==> src/rtl/vga_mem_arbiter.sv <==
// Single-port pixel memory arbiter: the display fetch path has absolute priority,
// and the host port uses valid/ready. Read data returns two clocks after issue.
module vga_mem_arbiter #(
    parameter int unsigned ADDR_W       = 11,
    parameter int unsigned DATA_W       = 8,
    parameter int unsigned STARVE_LIMIT = 1600,
    parameter int unsigned CNT_W        = 12
) (
    input  logic              clk,
    input  logic              rst_n,
    input  logic              disp_req,
    input  logic [ADDR_W-1:0] disp_addr,
    output logic              disp_valid,
    output logic [DATA_W-1:0] disp_data,
    input  logic              host_valid,
    input  logic              host_we,
    input  logic [ADDR_W-1:0] host_addr,
    input  logic [DATA_W-1:0] host_wdata,
    output logic              host_ready,
    output logic              host_rvalid,
    output logic [DATA_W-1:0] host_rdata,
    output logic              host_starved,
    output logic [CNT_W-1:0]  stall_cnt,
    output logic [ADDR_W-1:0] mem_addr,
    output logic              mem_we,
    output logic [DATA_W-1:0] mem_wdata,
    input  logic [DATA_W-1:0] mem_rdata
);

    typedef enum logic [1:0] {
        TAG_NONE = 2'd0,
        TAG_DISP = 2'd1,
        TAG_HOST = 2'd2
    } tag_e;

    tag_e              issue_tag;
    tag_e              tag1_q, tag1_d;
    tag_e              tag2_q, tag2_d;
    logic [ADDR_W-1:0] addr_hold_q, addr_hold_d;
    logic [DATA_W-1:0] disp_data_q, disp_data_d;
    logic [DATA_W-1:0] host_rdata_q, host_rdata_d;
    logic [CNT_W-1:0]  stall_cnt_q, stall_cnt_d;
    logic              starved_q, starved_d;

    // Grant is combinational; the rst_n gate forces every output to 0 during reset.
    always_comb begin
        issue_tag  = TAG_NONE;
        host_ready = 1'b0;
        mem_we     = 1'b0;
        mem_wdata  = '0;
        mem_addr   = addr_hold_q;
        if (!rst_n) begin
            mem_addr = '0;
        end else if (disp_req) begin
            mem_addr  = disp_addr;
            issue_tag = TAG_DISP;
        end else if (host_valid) begin
            host_ready = 1'b1;
            mem_addr   = host_addr;
            mem_we     = host_we;
            mem_wdata  = host_wdata;
            issue_tag  = host_we ? TAG_NONE : TAG_HOST;
        end
    end

    always_comb begin
        addr_hold_d  = mem_addr;
        tag1_d       = issue_tag;
        tag2_d       = tag1_q;
        disp_data_d  = disp_data_q;
        host_rdata_d = host_rdata_q;
        if (tag1_q == TAG_DISP) disp_data_d = mem_rdata;
        if (tag1_q == TAG_HOST) host_rdata_d = mem_rdata;

        stall_cnt_d = '0;
        if (host_valid && !host_ready)
            stall_cnt_d = (stall_cnt_q == '1) ? stall_cnt_q : stall_cnt_q + 1'b1;
        starved_d = (stall_cnt_q >= CNT_W'(STARVE_LIMIT));
    end

    always_ff @(posedge clk or negedge rst_n) begin
        if (!rst_n) begin
            tag1_q       <= TAG_NONE;
            tag2_q       <= TAG_NONE;
            addr_hold_q  <= '0;
            disp_data_q  <= '0;
            host_rdata_q <= '0;
            stall_cnt_q  <= '0;
            starved_q    <= 1'b0;
        end else begin
            tag1_q       <= tag1_d;
            tag2_q       <= tag2_d;
            addr_hold_q  <= addr_hold_d;
            disp_data_q  <= disp_data_d;
            host_rdata_q <= host_rdata_d;
            stall_cnt_q  <= stall_cnt_d;
            starved_q    <= starved_d;
        end
    end

    assign disp_valid   = (tag2_q == TAG_DISP);
    assign host_rvalid  = (tag2_q == TAG_HOST);
    assign disp_data    = disp_data_q;
    assign host_rdata   = host_rdata_q;
    assign stall_cnt    = stall_cnt_q;
    assign host_starved = starved_q;

endmodule

==> config.mk <==
export PLATFORM = sky130hd
export DESIGN_NAME = vga_mem_arbiter
export DESIGN_NICKNAME = d
export VERILOG_FILES = /design/src/rtl/vga_mem_arbiter.sv
export SDC_FILE = /design/constraint.sdc
export NUM_CORES = 1
export LEC_CHECK = 0
export CORE_MARGIN = 2
export CORE_UTILIZATION = 37
export DETAILED_ROUTE_END_ITERATION = 6
export HOLD_SLACK_MARGIN = 0.1
export PLACE_DENSITY_LB_ADDON = 0.25
export SYNTH_ARGS = -nofsm -noshare
export SYNTH_HDL_FRONTEND = slang
export SYNTH_SLANG_ARGS = --single-unit
export TNS_END_PERCENT = 50
==> constraint.sdc <==
create_clock -name clk -period 1.4 [get_ports clk]
set_input_delay 0.28 -clock clk [delete_from_list [all_inputs] [get_ports clk]]
set_output_delay 0.28 -clock clk [all_outputs]
set_load 0.01 [all_outputs]
==> run summary <==
## Synth
- Warnings, synthesis: 0
- number of instances in the synthesized netlist: 186
- number of storage elements in the synthesis netlist: 44
- Mapped Area: 0.00203 mm²
- sequential area share after synthesis: 0.543
- syn avg cell area: 10.9 µm²
- synth unique cells: 32
- net count of the mapped netlist: 231
- number of synthesized flops with an enable pin: 0
- dominant register cell in the synthesized netlist: dfrtp_1
- proportion of synthesized flip-flops having asynchronous set or reset: 1.00

## STA
- headroom to the max-slew limit: 0.628
- maximum clock frequency: 0.646 GHz
- total count of max-transition violations in the final report: 0
- final worst-path setup slack: -147 ps
- final critical-path share of the clock period: 1.11
- number of setup violations in the final report: 15
- unrepaired setup endpoints after global routing: true
- actual slew at the worst max-slew pin: 559 ps
- Fin Hold WS: 76.0 ps
- Hold Vio Cnt, Final: 0
- final critical delay including setup and external delays: 1550 ps
- post-route clock skew: 9.07 ps

## Drt
- remaining antenna violation count: 0
- post-DR wirelength/cell: 13.6 µm
- number of remaining DRC errors: 0
- per-cell via count in the routed design: 4.77
- first-pass iteration count of the detailed router: 4
- starting DRC count in detailed routing: 100
- Final Routed Wirelength: 5300 µm
- Via Count: 1865

## Finish
- number of antenna diodes: 0
- count of nets after finishing: 366
- share of layout cells above drive strength 1: 0.349
- commonest cells after routing, fill and taps aside: dfrtp_1 (42), buf_4 (38), dlygate4sd2_1 (36)
- most common cell after layout, fill and taps aside: dfrtp_1
- post-route cell area: 0.00340 mm²
- Syn-to-layout area delta: 67.5%

## CTS
- Hold-fix buffers, CTS: 0
- clk_lat worst skew: 290 ps
- TritonCTS clock tree: built
- maximum level of the CTS H-tree: 2
- Reg clk slew, reported paths: 80 ps
- clk sinks: 44
- largest buffer count on any clock path: 2
- number of buffers created by CTS: 5
- clk root buf: clkbuf_8

## Critical path
- endpoint kind of the worst setup timing path: output pin
- worst reg2reg endpoint: stall_cnt[2]
- register-to-register path setup slack: -70 ps
- Worst R2R Start: stall_cnt[5]
- crit path capture: mem_addr[5]
- FF-to-FF path depth: 4
- Data required, critical path: 1120 ps
- Crit Path Class: reg -> out
- critical path arrival: 1270 ps
- Crit Path Max Fanout: 2
- element type at the critical path start: register
- startpoint of the worst setup timing path: addr_hold_q[5]

## Pwr
- IR drop worst, VDD: 0.448 mV
- total internal power: 2.12 mW
- Overall Power: 2.86 mW
- sequential share of power: 0.504
- Power per Cell Area: 843 mW/mm²
- leak pwr: 1.68 nW
- clock share of power: 0.258
- sw frac: 0.258
- combinational share of power: 0.238
- switching power summed over all nets: 0.738 mW

## Global routing
- number of antenna violations at the first check in global routing: 0
- global-route wire length before repair: 8980 µm
- maximum number of pins on one net before global-route repair: 46
- grt total ovfl: 0
- GRT Resource Usage Total: 0.189
- number of global-route vias before repair: 1874

## Outcome
- result of the run: complete, but fails checks
- violated checks: setup timing

## Die
- floorplan die width: 78.0 µm
- placeable core region: 0.00520 mm²
- I/O pin total: 95
- vertical extent of the die: 78.0 µm
- Die ar.: 0.00609 mm²
- effective utilization at floorplan: 0.389
- # rows: 26

## Placed design
- HPWL after DPL: 3600 µm
- post-placement cell area: 0.00325 mm²
- count of port buffers added during placement: 94
- worst slack, placed: -780 ps
- placer's final routability congestion estimate: 0.752

## Worst hold path
- path type of the worst min-delay path: in -> async

## Run
- count of maximum capacitance violations: 0

[worst min path at each step]
| stage | slack (ps) | end | cells after the start | start |
|---|---|---|---|---|
| floorplan | -20 | addr_hold_q[0] | 0 | rst_n |
| global placement | 370 | tag2_q[0] | 0 | tag1_q[0] |
| detailed placement | 380 | tag2_q[0] | 0 | tag1_q[0] |
| CTS | 100 | addr_hold_q[0] | 2 | rst_n |
| global route | 120 | addr_hold_q[8] | 2 | rst_n |
| finish | 80 | addr_hold_q[8] | 2 | rst_n |
[power groups by stage]
stage,clock network (mW),registers [mW],logic (mW)
global placement,0,1.47,0.728
CTS,0.762,1.44,0.678
global route,0.823,1.46,0.743
floorplan,0,1.52,0.211
detailed placement,0,1.47,0.736
finish,0.737,1.44,0.681
[metal layers]
layer	vias to the layer above	part of all wire	global-route usage
li1	907	-	-
met1	883	0.41	0.232
met2	68	0.50	0.322
met3	7	0.075	0.0609
met4	0	0.0087	0.0474
met5	-	0	0
[flip-flops by register name (all words and copies together) (netlist names)]
register / cells
addr_hold_q: 11
disp_data: 8
host_rdata: 8
host_starved: 1
stall_cnt: 12
tag1_q: 2
tag2_q: 2
[synth_stat cells, types with 3 or more instances]
cell type,n,area share
inv_1,4,0.0074
o21ai_0,3,0.0074
mux2_2,16,0.089
nand3_1,4,0.0099
dfrtp_1,44,0.54
nor2_1,30,0.056
nor2b_1,4,0.012
clkbuf_1,8,0.015
nand2_1,5,0.0093
xor2_1,3,0.013
a21oi_1,15,0.037
mux2i_1,13,0.064
and2_1,11,0.034
[cell type report]
| type | instances | area (µm²) |
|---|---|---|
| Sequential cell | 44 | 1100 |
| Timing Repair Buffer | 137 | 1180 |
| Inverter | 4 | 15.0 |
| Clock inverter | 1 | 5.00 |
| Tap cell | 70 | 87.6 |
| Fill cell | 440 | 1810 |
| Clock buffer | 6 | 72.6 |
| Multi-Input combinational cell | 129 | 935 |
[stage by stage]
step | std cells | TNS (ps) | util
final | 391 | -746 | 0.652
after global routing | 391 | -2530 | 0.652
after CTS | 387 | -781 | 0.647
after detailed placement | 368 | -18210 | 0.624
after global placement | 368 | -17900 | 0.624
after floorplan | 186 | -499 | -
[cell families after synthesis]
logic type | count (synthesis) | share of synthesized area
DFF | 44 | 0.543
AOI/OAI and AO/OA | 26 | 0.0765
buffers and inverters | 13 | 0.0247
muxes | 29 | 0.153
adders and majority gates | 2 | 0.0123
and+or+nand+nor | 68 | 0.173
xor gates and xnor gates | 4 | 0.0173
[what timing repair did]
| item | CTS | global route |
|---|---|---|
| endpoints found under the hold margin | 0 | 0 |
| gates cloned | 3 | 0 |
| pin swaps | 22 | 17 |
| setup buffers | 9 | 4 |
| gates resized for setup | 140 | 24 |
| setup endpoints to repair | 60 | 34 |
[critical path, cell delays in order (launching register included)]
cell and delay, ps:
dfrtp_1 370, mux2i_1 150, nor2_1 90, a21oi_2 150, nor2_2 70, buf_2 140
(Power assumes the default switching activity.)
